==> src/rtl/blocky_pkg.sv <==
// Shared types and constants for the high-score tracker: FSM states and BCD digit type.
package blocky_pkg;

  typedef enum logic [1:0] {IDLE, PLAY, CMP, COMMIT} state_t;

  typedef logic [3:0] bcd_digit_t;

  localparam bcd_digit_t BCD_MAX = 4'd9;

endpackage

==> src/rtl/high_score_tracker_if.sv <==
// Game-control and score-display signals between the game logic (master) and the tracker (slave).
interface high_score_tracker_if #(
  parameter int NUM_DIGITS = 4
);

  logic                    game_start;
  logic                    game_over;
  logic                    score_inc;
  logic [4*NUM_DIGITS-1:0] score_bcd;
  logic [4*NUM_DIGITS-1:0] high_score_bcd;
  logic                    new_record;
  logic                    busy;

  modport master (
    output game_start, game_over, score_inc,
    input  score_bcd, high_score_bcd, new_record, busy
  );

  modport slave (
    input  game_start, game_over, score_inc,
    output score_bcd, high_score_bcd, new_record, busy
  );

endinterface

==> src/rtl/bcd_digit_counter.sv <==
// One decade of the BCD score counter; instances ripple through carry_out into the next digit.
module bcd_digit_counter
  import blocky_pkg::*;
(
  input  logic       clk,
  input  logic       rst,
  input  logic       clr,
  input  logic       inc_in,
  output bcd_digit_t digit,
  output logic       carry_out
);

  bcd_digit_t digit_q, digit_d;

  always_comb begin
    digit_d = digit_q;
    if (clr) begin
      digit_d = '0;
    end else if (inc_in) begin
      digit_d = (digit_q == BCD_MAX) ? '0 : digit_q + 4'd1;
    end
  end

  always_ff @(posedge clk) begin
    if (rst) begin
      digit_q <= '0;
    end else begin
      digit_q <= digit_d;
    end
  end

  assign digit     = digit_q;
  assign carry_out = inc_in && (digit_q == BCD_MAX);

endmodule

==> src/rtl/high_score_tracker.sv <==
// Counts the game score in BCD and keeps the session high score, compared MSD-first one digit per cycle.
// Build option: define SCORE_SATURATE_EN to hold the score at all-9s instead of wrapping to zero.
module high_score_tracker
  import blocky_pkg::*;
#(
  parameter int NUM_DIGITS = 4
) (
  input  logic                       clk,
  input  logic                       rst,
  high_score_tracker_if.slave        bus_if
);

  localparam int IDX_W = (NUM_DIGITS > 1) ? $clog2(NUM_DIGITS) : 1;
  localparam logic [IDX_W-1:0] IDX_MSD = IDX_W'(NUM_DIGITS - 1);

  state_t                            state_q;
  logic [IDX_W-1:0]                  idx_q;
  bcd_digit_t [NUM_DIGITS-1:0]       score_q;
  bcd_digit_t [NUM_DIGITS-1:0]       hs_q;
  logic                              new_record_q;
  logic                              busy_q;

  logic                              clr_score;
  logic                              inc_req;
  logic                              inc_chain;
  logic                              all9;
  logic [NUM_DIGITS:0]               carry;

  // Only PLAY touches the score; game_over outranks a simultaneous restart.
  always_comb begin
    clr_score = 1'b0;
    inc_req   = 1'b0;
    case (state_q)
      IDLE: clr_score = bus_if.game_start;
      PLAY: begin
        clr_score = bus_if.game_start && !bus_if.game_over;
        inc_req   = bus_if.score_inc && (bus_if.game_over || !bus_if.game_start);
      end
      default: ;
    endcase
  end

  assign all9 = (score_q == {NUM_DIGITS{BCD_MAX}});

`ifdef SCORE_SATURATE_EN
  assign inc_chain = inc_req && !all9;
`else
  assign inc_chain = inc_req;
`endif

  assign carry[0] = inc_chain;

  for (genvar g = 0; g < NUM_DIGITS; g++) begin : g_digit
    bcd_digit_counter u_digit (
      .clk       (clk),
      .rst       (rst),
      .clr       (clr_score),
      .inc_in    (carry[g]),
      .digit     (score_q[g]),
      .carry_out (carry[g+1])
    );
  end

  // A carry out of the top digit only ever means the score wrapped to zero.
`ifdef SCORE_SATURATE_EN
  a_no_msd_carry: assert property (@(posedge clk) disable iff (rst) !carry[NUM_DIGITS]);
`else
  a_wrap_to_zero: assert property (@(posedge clk) disable iff (rst)
                                   carry[NUM_DIGITS] |=> (score_q == '0));
`endif

  always_ff @(posedge clk) begin
    if (rst) begin
      state_q      <= IDLE;
      idx_q        <= IDX_MSD;
      hs_q         <= '0;
      new_record_q <= 1'b0;
      busy_q       <= 1'b0;
    end else begin
      new_record_q <= 1'b0;
      case (state_q)
        IDLE: begin
          if (bus_if.game_start) begin
            state_q <= PLAY;
          end
        end
        PLAY: begin
          if (bus_if.game_over) begin
            state_q <= CMP;
            idx_q   <= IDX_MSD;
            busy_q  <= 1'b1;
          end
        end
        CMP: begin
          if (score_q[idx_q] > hs_q[idx_q]) begin
            state_q <= COMMIT;
          end else if ((score_q[idx_q] < hs_q[idx_q]) || (idx_q == '0)) begin
            state_q <= IDLE;
            idx_q   <= IDX_MSD;
            busy_q  <= 1'b0;
          end else begin
            idx_q <= idx_q - 1'b1;
          end
        end
        COMMIT: begin
          hs_q         <= score_q;
          new_record_q <= 1'b1;
          state_q      <= IDLE;
          idx_q        <= IDX_MSD;
          busy_q       <= 1'b0;
        end
      endcase
    end
  end

  assign bus_if.score_bcd      = score_q;
  assign bus_if.high_score_bcd = hs_q;
  assign bus_if.new_record     = new_record_q;
  assign bus_if.busy           = busy_q;

endmodule

==> src/flat_wrapper.sv <==
// flat-port wrapper written by rule: the top's interface ports become plain ports
module high_score_tracker_flat import blocky_pkg::*;
#(
  parameter int NUM_DIGITS = 4
)
  (clk, rst, bus_if_game_start, bus_if_game_over, bus_if_score_inc, bus_if_score_bcd, bus_if_high_score_bcd, bus_if_new_record, bus_if_busy);
  high_score_tracker_if #(.NUM_DIGITS(NUM_DIGITS)) bus_if_i ();
  input  logic clk;
  input  logic rst;
  input wire logic [$bits(bus_if_i.game_start)-1:0] bus_if_game_start;
  input wire logic [$bits(bus_if_i.game_over)-1:0] bus_if_game_over;
  input wire logic [$bits(bus_if_i.score_inc)-1:0] bus_if_score_inc;
  output wire logic [$bits(bus_if_i.score_bcd)-1:0] bus_if_score_bcd;
  output wire logic [$bits(bus_if_i.high_score_bcd)-1:0] bus_if_high_score_bcd;
  output wire logic [$bits(bus_if_i.new_record)-1:0] bus_if_new_record;
  output wire logic [$bits(bus_if_i.busy)-1:0] bus_if_busy;
  assign bus_if_i.game_start = bus_if_game_start;
  assign bus_if_i.game_over = bus_if_game_over;
  assign bus_if_i.score_inc = bus_if_score_inc;
  assign bus_if_score_bcd = bus_if_i.score_bcd;
  assign bus_if_high_score_bcd = bus_if_i.high_score_bcd;
  assign bus_if_new_record = bus_if_i.new_record;
  assign bus_if_busy = bus_if_i.busy;
  high_score_tracker #(.NUM_DIGITS(NUM_DIGITS)) u_core (.clk(clk), .rst(rst), .bus_if(bus_if_i));
endmodule
==> config.mk <==
export PLATFORM = sky130hd
export DESIGN_NAME = high_score_tracker_flat
export DESIGN_NICKNAME = d
export VERILOG_FILES = /design/src/rtl/blocky_pkg.sv /design/src/rtl/high_score_tracker_if.sv /design/src/rtl/bcd_digit_counter.sv /design/src/rtl/high_score_tracker.sv /design/src/flat_wrapper.sv
export SDC_FILE = /design/constraint.sdc
export NUM_CORES = 1
export LEC_CHECK = 0
export BUFFER_PORTS_ARGS = -buffer_cell sky130_fd_sc_hd__buf_2
export CAP_MARGIN = 20
export CORE_UTILIZATION = 54
export DETAILED_ROUTE_END_ITERATION = 16
export GPL_TIMING_DRIVEN = 0
export HOLD_SLACK_MARGIN = 0.1
export PLACE_DENSITY_LB_ADDON = 0.3
export SLEW_MARGIN = 0
export SYNTH_ARGS = -nofsm -noshare
export SYNTH_HDL_FRONTEND = slang
export SYNTH_HIERARCHICAL = 1
export SYNTH_SLANG_ARGS = --single-unit
export TNS_END_PERCENT = 5
==> constraint.sdc <==
create_clock -name clk -period 3.7 [get_ports clk]
set_input_delay 0.74 -clock clk [delete_from_list [all_inputs] [get_ports clk]]
set_output_delay 0.74 -clock clk [all_outputs]
set_load 0.005 [all_outputs]
# Yosys cells after proc, flatten, opt, wreduce, memory -nomap -nowiden
# Index checks and enable logic that the tools add are counted.
word_totals:
  ff_bits: 38
  inputBits: 5
  out_inout_bits: 34
  word_cells: 72
classes:
  n_addsub: 5
  order_cmp: 3
  eq_ne: 12
  mux: 24
  reduce_logical: 16
op_table:
  columns: ["op", "count"]
  rows:
  - ["2-to-1 mux 4 bit", 6]
  - ["adder 4 x 1 -> 4 bit, second input constant", 4]
  - ["binary-select mux 4 bit (select 2 bit)", 2]
  - ["equality test 4 bit, second input constant", 4]
  - ["2-to-1 mux 2 bit", 7]
  - ["case mux 2 bit (4 select lines)", 1]
  - ["!= test 2 bit, second input constant", 3]
  - ["case mux 2 bit (3 select lines)", 1]
  - ["AND reduction 3 bit", 2]
  - ["logical AND 1 bit", 5]
  - ["2-to-1 mux 1 bit", 5]
  - ["equality test 2 bit, second input constant", 2]
  - ["> comparator 4 bit", 1]
  - ["logical NOT 2 bit", 2]
  - ["less-than comparator 4 bit", 1]
  - ["AND reduction 4 bit", 1]
  - ["less-than comparator 2 x 3 -> 1 bit, second input constant", 1]
  - ["!= test 3 x 1 -> 1 bit, second input constant", 1]
  - ["case mux 1 bit (3 select lines)", 1]
  - ["nonzero test 3 bit", 1]
  - ["equality test 2 x 1 -> 1 bit, second input constant", 1]
  - ["logical NOT 1 bit", 2]
  - ["logical OR 1 bit", 2]
  - ["!= test 2 x 1 -> 1 bit, second input constant", 1]
  - ["3 further kinds", 3]

# Longest topological paths before layout
# Gate-level depths: netlist of run 1.
logic_depth:
  depth_word: 7
  depth_mapped: 13
  depth_no_buf: 12

# By module
# The synthesis of run 1 kept the hierarchy.
by_module_without_submodules:
  columns: ["mod", "n_inst", "cells_each", "area_per_inst_um2", "seq_area_each_um2"]
  rows:
  - ["high_score_tracker", 1, 132, 1171.1, 440.4]
  - ["bcd_digit_counter", 4, 20, 188.9, 80.1]

# Worst setup path before layout of run 1
# OpenSTA, ideal clock, no wires.
synth_path:
  kind: "input to register"
  startpoint: "in bus_if_game_over"
  endpoint: "reg u_core.g_digit[3].u_digit.digit_q[1]"
  setup_ns: 0.081
  t_arrival_ns: 3.228
  required_time_ns: 3.619
  setup_slack_ns: 0.392
  stages: 11
  n_path_buf: 0
  cell_sequence: "inv_1 > a21oi_1 > nand2_2 > nor3b_1 > nand2_2 > nor3b_1 > nand2_2 > nor3b_1 > nand2_2 > or3_1 > a211oi_2"
synth_between:
  elab_chain_len: 6
  elab_cells_between_ends: 10
  classes_between: "mux (2); reduce/logical (8)"
synth_lines:
  columns: ["item", "line", "source"]
  rows:
  - ["start, declared", "flat_wrapper.sv:11", "input wire logic [$bits(bus_if_i.game_over)-1:0] bus_if_game_over;"]
  - ["logical OR 1 bit", "high_score_tracker.sv:37", "inc_req = bus_if.score_inc && (bus_if.game_over || !bus_if.game_start);"]
  - ["logical AND 1 bit", "high_score_tracker.sv:37", null]
  - ["2-to-1 mux 1 bit", "high_score_tracker.sv:33", "case (state_q)"]
  - ["via u_core.carry[0]", "high_score_tracker.sv:27", "logic [NUM_DIGITS:0] carry;"]
  - ["logical AND 1 bit", "bcd_digit_counter.sv:33", "assign carry_out = inc_in && (digit_q == BCD_MAX);"]
  - ["via u_core.carry[1]", "high_score_tracker.sv:27", null]
  - ["logical AND 1 bit", "bcd_digit_counter.sv:33", null]
  - ["via u_core.carry[2]", "high_score_tracker.sv:27", null]
  - ["logical AND 1 bit", "bcd_digit_counter.sv:33", null]
  - ["via u_core.carry[3]", "high_score_tracker.sv:27", null]
  - ["end signal, assigned", "bcd_digit_counter.sv:28", "digit_q <= digit_d;"]
  - ["end, declared", "bcd_digit_counter.sv:13", "bcd_digit_t digit_q, digit_d;"]
# The timed path passes the listed nets, and every way through them passes these cells.
# A chain may end at the register's enable or synchronous reset.

# Final worst setup path of run 1
layout_path:
  startpoint: "reg u_core.state_q[0]"
  endpoint: "reg u_core.g_digit[3].u_digit.digit_q[1]"
layout_between:
  elab_chain_len: 5
  elab_cells_between_ends: 8
  classes_between: "eq/ne (1); mux (2); reduce/logical (5)"
layout_lines:
  columns: ["item", "line", "source"]
  rows:
  - ["start, declared", "high_score_tracker.sv:16", "state_t state_q;"]
  - ["start signal, assigned", "high_score_tracker.sv:74", "state_q <= IDLE;"]
  - ["start signal, assigned", "high_score_tracker.sv:84", "state_q <= PLAY;"]
  - ["start signal, assigned", "high_score_tracker.sv:89", "state_q <= CMP;"]
  - ["equality test 2 x 1 -> 1 bit", "high_score_tracker.sv:33", null]
  - ["2-to-1 mux 1 bit", "high_score_tracker.sv:33", null]
  - ["via u_core.carry[0]", "high_score_tracker.sv:27", null]
  - ["logical AND 1 bit", "bcd_digit_counter.sv:33", null]
  - ["via u_core.carry[1]", "high_score_tracker.sv:27", null]
  - ["logical AND 1 bit", "bcd_digit_counter.sv:33", null]
  - ["via u_core.carry[2]", "high_score_tracker.sv:27", null]
  - ["logical AND 1 bit", "bcd_digit_counter.sv:33", null]
  - ["via u_core.carry[3]", "high_score_tracker.sv:27", null]
# The timed path passes the listed nets, and every way through them passes these cells.

==> run summary, run 1 <==
Vias in the first global route = 1487
Worst min path class = flip-flop to flip-flop
Period utilisation layout = 87.86%
Final worst slack = 0.4492 ns
Share of cells above drive strength 1 = 28.40%
Largest net degree at the start of global routing = 21
Clk_skew = 0.01794 ns
Reg-to-Reg End = u_core/g_digit[3].u_digit/digit[1]
Vias per cell = 5.663
Setup TNS = 0 ns
Drt total wl = 4418 µm
Via count = 1716
DP Cell Count = 295
Final setup viols = 0
Mapped Area = 0.001919 mm²
Max Cap Violations = 0
Finished Layout Cells = 303
DP Wirelength = 3051 µm
Syn_nets = 221
Worst slew margin = 53.13%
Gate Count Post-Synth = 211
CTS sink cnt = 38
Core Rows = 21
Clock transition at path regs = 0.12 ns
TritonRoute pass-1 iters = 4
P per Cell Area = 307.6 mW/mm²
TritonCTS clock tree = yes
# H-tree levels = 2
LEAKAGE = 0.8792 nW
FMAX = 0.3076 GHz
I/O Buffers = 38
Total global routing overflow = 0
Multi-input combinational cell area = 0.001090 mm²
Die area = 0.003797 mm²
Hold Crit Depth = 2
Clock latency on the worst-skew pair = 0.36 ns
Status = finished clean
Root buffer cell = clkbuf_4
Worst reg2reg setup slack = 0.45 ns
Hold path startpoint = u_core/bus_if.high_score_bcd[14]
RePlAce Congestion = 0.8656
Tightest Pin Transition = 0.7030 ns
Fin crit period = 3.251 ns
Crit path arrival time = 3.53 ns
CP max FO = 7
Number of hold buffers added after cts = 0
Final nets = 266
DRT iter0 DRCs = 153
Clk buf depth = 2
Reg-to-Reg Start = u_core/state_q[0]
Startpoint types = flip-flop
TritonCTS buffer count = 5
Die H = 61.62 µm
CP Capture Type = flip-flop
Core Footprint = 0.003363 mm²
Area Overhead vs Synth = 16.82%
Area occupied by registers = 760.7 µm²
DR WL/cell = 14.58 µm
Worst reg2reg path depth = 12
Place WS = -0.1862 ns
Hold slack = 0.4770 ns
Fill cells = 307
I/O pin count = 39
Worst Hold Endpoint = u_core/bus_if.high_score_bcd[14]
Crit path kind = flip-flop to flip-flop
Number of remaining DRC errors = 0
Syn Area/Cell = 9.096 µm²
YS warnings = 6
Gr usage total = 26.14%
Final hold violation count = 0
Number of antenna diodes = 0
Initial antenna violation count = 0
Die X = 61.62 µm
CP Data Required Time = 3.98 ns
VDD IR max = 0.0002379 V
Global-route wire length before repair = 7010 µm
Final ANT Viol Nets = 0
Final Slew Violations = 0
Initial Utilization = 57.07%
RSZ-0062 raised after global routing = no
## sequential cells by signal, indices dropped and copies added, names as in the netlist
signal,count
u_core/bus_if.busy,1
u_core/bus_if.high_score_bcd,16
u_core/state_q,2
u_core/bus_if.new_record,1
u_core/idx_q,2
u_core/g_digit.u_digit/digit,16
## worst max path at each step
stage	from	end	slack (ns)	depth (start not counted)
after CTS	u_core/state_q[0]	u_core/g_digit[3].u_digit/digit[1]	0.08	12
after detailed placement	bus_if_game_over	u_core/g_digit[3].u_digit/digit[1]	-0.19	12
after global placement	bus_if_game_over	u_core/g_digit[3].u_digit/digit[1]	-0.17	12
after floorplan	bus_if_game_over	u_core/g_digit[3].u_digit/digit[1]	0.41	11
final	u_core/state_q[0]	u_core/g_digit[3].u_digit/digit[1]	0.45	12
after global routing	u_core/state_q[0]	u_core/g_digit[3].u_digit/digit[1]	0.13	12
## area by class of cell
class                      instances  share of cell area (%)
clock buffer                       7                   2.455
multi-input combinational        154                   48.61
clock inverter                     1                  0.2232
buffer                             8                   1.897
inverter                          11                   1.842
tap                               46                   2.567
sequential                        38                   33.93
timing repair buffer              38                   8.482
## cells in the final DEF (no fill, tap or decap), types with 5 or more instances in the layout
master,n
buf_2,41
nand2_1,41
dfxtp_1,38
a21oi_1,21
inv_1,10
nor2b_1,10
nor3_1,9
mux4_2,8
o21ai_0,8
nand3_1,6
clkbuf_4,5
a211oi_1,5
or3_1,5
ha_1,5
## worst max-delay path, cell delays in order (launching register included)
cell,delay (ns)
dfxtp_1,0.52
nor2b_1,0.23
nand2_1,0.07
a21oi_1,0.30
nand2_2,0.14
nor3b_2,0.34
nand2_2,0.13
nor3b_2,0.33
nand2_2,0.13
nor3b_2,0.34
nand2_2,0.10
or3_1,0.37
a211oi_2,0.17
## what timing repair did
item | CTS | global route
pin swaps | 0 | 0
setup buffers | 0 | 0
gates resized for setup | 1 | 2
setup endpoints to repair | 2 | 3
## stage by stage
| stage | util [%] | instance area [µm²] | total power, W |
|---|---|---|---|
| finish | 66.67 | 2242 | 0.0006897 |
| global route | 66.67 | 2242 | 0.0007143 |
| CTS | 66.37 | 2232 | 0.0006900 |
| detailed placement | 64.43 | 2167 | 0.0004675 |
| global placement | 64.43 | 2167 | 0.0004667 |
| floorplan | - | 1919 | 0.0004517 |
## report_power, final
group | leakage (nW) | internal [W] | total (W) | switching (W)
sequential | 0.307 | 0.000412 | 0.000417 | 0.00000443
clock | 0.0353 | 0.0000922 | 0.000231 | 0.000139
combinational | 0.537 | 0.0000139 | 0.0000414 | 0.0000275
## layer usage
metal / global-route usage (%) / share of wire [%] / vias up
met5: 0 / 0 / -
met3: 7.353 / 5.6 / 9
met1: 35.00 / 47 / 820
met4: 9.841 / 1.6 / 0
met2: 40.25 / 45 / 47
li1: - / - / 840
(Power assumes the default switching activity.)
==> inputs of run 2 (changes only) <==
SYNTH_HIERARCHICAL = default   (was 1)
==> run 2 against run 1 <==
Die area is 1.3% higher. Synthesized cell count increased by 10%. Combinational power grew 33%. Core utilization shrank 0.44 points. Cell count grew 6.6%. Clock power is 7% lower. Critical path depth fell by 5. Routed wire length is 0.57% higher. Largest cell class unchanged. Highest routed layer unchanged.
==> run summary, run 2 <==
Status = finished clean
Reg-to-Reg End = u_core.state_q[0]
Number of remaining DRC errors = 0 (unchanged)
Fill cells = 311 (+1.3%)
DP Wirelength = 3261 µm (+6.9%)
CP Capture Type = flip-flop
Top cells by count, synth = nand2_1, dfxtp_1, a21oi_1
CTS sink cnt = 38 (unchanged)
Top area cells in the synthesized netlist = dfxtp_1, nand2_1, mux4_2, a21oi_1, nor2_1
Final nets = 288 (+8.3%)
Syn Area/Cell = 8.350 µm² (-8.2%)
Tightest Pin Transition = 0.5768 ns (-0.1262 ns)
Gr usage total = 25.09% (-1.1 points)
Core Footprint = 0.003390 mm² (+0.78%)
DRT iter0 DRCs = 106 (-31%)
Worst min path class = flip-flop to flip-flop
Clk buf depth = 2 (unchanged)
VDD IR max = 0.0002190 V (-8.0%)
Worst slew margin = 61.54% (+8.4 points)
I/O Buffers = 38 (unchanged)
Commonest non-fill, non-tap cell in the layout = nand2_1
Clock latency on the worst-skew pair = 0.35 ns (about the same)
Setup bufs post-CTS = 0 (unchanged)
Period utilisation layout = 77.17% (-11 points)
Area occupied by registers = 760.7 µm² (unchanged)
Asr flop ratio synth = 0%
Vias in the first global route = 1493 (+0.40%)
Startpoint types = flip-flop
TritonCTS clock tree = yes
Drt total wl = 4443 µm (+0.57%)
Global-route wire length before repair = 6851 µm (-2.3%)
Largest net degree at the start of global routing = 11 (-48%)
Gate Count Post-Synth = 233 (+10%)
Top-count cell post-synth = nand2_1
DR WL/cell = 13.76 µm (-5.7%)
Clock transition at path regs = 0.10 ns (-0.02 ns)
Setup TNS = 0 ns (unchanged)
Total global routing overflow = 0 (unchanged)
Gates resized, CTS repair = 0 (-1)
#FFs+latches synth = 38
Crit path to = u_core.state_q[0]
Final Slew Violations = 0 (unchanged)
Root buffer cell = clkbuf_4
Worst reg2reg path depth = 7 (-5)
Multi-input combinational cell area = 0.001104 mm² (+1.3%)
RSZ-0062 raised after global routing = no
Most frequent cells in the layout = nand2_1, buf_2, dfxtp_1
Syn_nets = 243 (+10%)
Mapped Area = 0.001946 mm² (+1.4%)
Vias per cell = 5.526 (-2.4%)
Hold slack = 0.4742 ns (-0.002818 ns)
YS warnings = 0 (-6)
LEAKAGE = 0.9263 nW (+5.4%)
Die H = 62.03 µm (+0.66%)
Worst reg2reg setup slack = 0.84 ns (+0.40 ns)
# H-tree levels = 2 (unchanged)
Share of cells above drive strength 1 = 20.58% (-7.8 points)
Ys flop type = dfxtp_1
Clk_skew = 0.003550 ns (-0.01439 ns)
Area leader, netlist = dfxtp_1
Crit path arrival time = 3.08 ns (-0.45 ns)
Core Rows = 21 (unchanged)
Final setup viols = 0 (unchanged)
CP Cell Sequence = clkbuf_1 > mux4_1 > ha_1 > nand4_1 > nor2_1 > a211o_1 > a2111oi_0
RePlAce Congestion = 0.8439 (-2.5%)
Register area share after synthesis = 39.10%
Number of antenna diodes = 0 (unchanged)
Final ANT Viol Nets = 0 (unchanged)
Number of hold buffers added after cts = 0 (unchanged)
I/O pin count = 39 (unchanged)
Slowest Stage Delay on Critical Path = 0.64 ns (+0.12 ns)
Crit path kind = flip-flop to flip-flop
TritonCTS buffer count = 5 (unchanged)
Worst setup path start = u_core.idx_q[1]
Final hold violation count = 0 (unchanged)
Post-synth top area share = 39.10%
Reg-to-Reg Start = u_core.idx_q[1]
P per Cell Area = 305.5 mW/mm² (-0.70%)
CP max FO = 10 (+3)
Synth cell types = 37
TritonRoute pass-1 iters = 4 (unchanged)
FMAX = 0.3502 GHz (+14%)
Initial antenna violation count = 0 (unchanged)
Fin crit period = 2.855 ns (-0.3956 ns)
CP max-delay cell = mux4_1
Number of flops mapped to enable cells by yosys = 0
Area Overhead vs Synth = 15.37%
Max Cap Violations = 0 (unchanged)
Die X = 62.03 µm (+0.66%)
CP Data Required Time = 3.92 ns (-0.06 ns)
Initial Utilization = 57.40% (+0.33 points)
Via count = 1785 (+4.0%)
Die area = 0.003847 mm² (+1.3%)
-- run 2: critical path, delay by kind of cell (launching register included) --
kind | cells | cell delay (ns)
buffers and inverters | 1 | 0.45
DFF | 1 | 0.33
AOI/OAI and AO/OA | 2 | 0.71
and+or+nand+nor | 2 | 0.26
muxes | 1 | 0.64
adders and majority gates | 1 | 0.35
-- run 2: cell families after synthesis --
family / count (synthesis) / synth area share, %
and+or+nand+nor: 107 / 27.07
AOI/OAI and AO/OA: 45 / 12.86
DFF: 38 / 39.10
buffers and inverters: 21 / 4.180
muxes: 9 / 9.968
xor gates and xnor gates: 8 / 3.601
adders and majority gates: 5 / 3.215
-- run 2: routing by layer --
layer	global-route usage [%]	up-vias	wire (µm)
li1	-	889	-
met2	39.51	40	2100
met3	7.660	10	192
met4	9.206	0	64
met5	0	-	0
met1	32.43	846	2086
-- run 2: metrics by stage --
step / power (W) / utilization (%) / worst slack [ns] / area [µm²] / instances
floorplan: 0.0004643 / - / 1.268 / 1946 / 233
global placement: 0.0004799 / 64.71 / 0.9483 / 2193 / 317
detailed placement: 0.0004808 / 64.71 / 0.8368 / 2193 / 317
CTS: 0.0006898 / 66.22 / 0.8141 / 2245 / 323
global route: 0.0007152 / 66.22 / 0.6450 / 2245 / 323
finish: 0.0006856 / 66.22 / 0.8448 / 2245 / 323
-- run 2: final cells by class --
class / instances / share of cell area [%]
Multi-Input combinational cell: 174 / 49.16
Sequential cell: 38 / 33.89
Timing Repair Buffer: 38 / 8.473
Tap cell: 46 / 2.564
Clock buffer: 6 / 2.285
Buffer: 12 / 2.118
Inverter: 9 / 1.505
-- run 2: how the worst min path moves through the flow --
stage	startpoint	end	slack, ns	cells past startpoint
after CTS	u_core.bus_if.high_score_bcd[11]	u_core.bus_if.high_score_bcd[11]	0.48	2
after floorplan	u_core.bus_if.high_score_bcd[10]	u_core.bus_if.high_score_bcd[10]	0.46	2
after global routing	u_core.bus_if.high_score_bcd[3]	u_core.bus_if.high_score_bcd[3]	0.49	2
after global placement	u_core.bus_if.high_score_bcd[4]	u_core.bus_if.high_score_bcd[4]	0.46	2
after detailed placement	u_core.bus_if.high_score_bcd[11]	u_core.bus_if.high_score_bcd[11]	0.46	2
final	u_core.bus_if.high_score_bcd[2]	u_core.bus_if.high_score_bcd[2]	0.47	2
-- run 2: power breakdown --
group	total (W)	leakage (nW)	internal (W)	switching [W]
Sequential	0.000416	0.307	0.000414	0.00000220
Combinational	0.0000551	0.589	0.0000193	0.0000358
Clock	0.000214	0.0302	0.0000856	0.000128
Total	0.000686	0.926	0.000519	0.000166
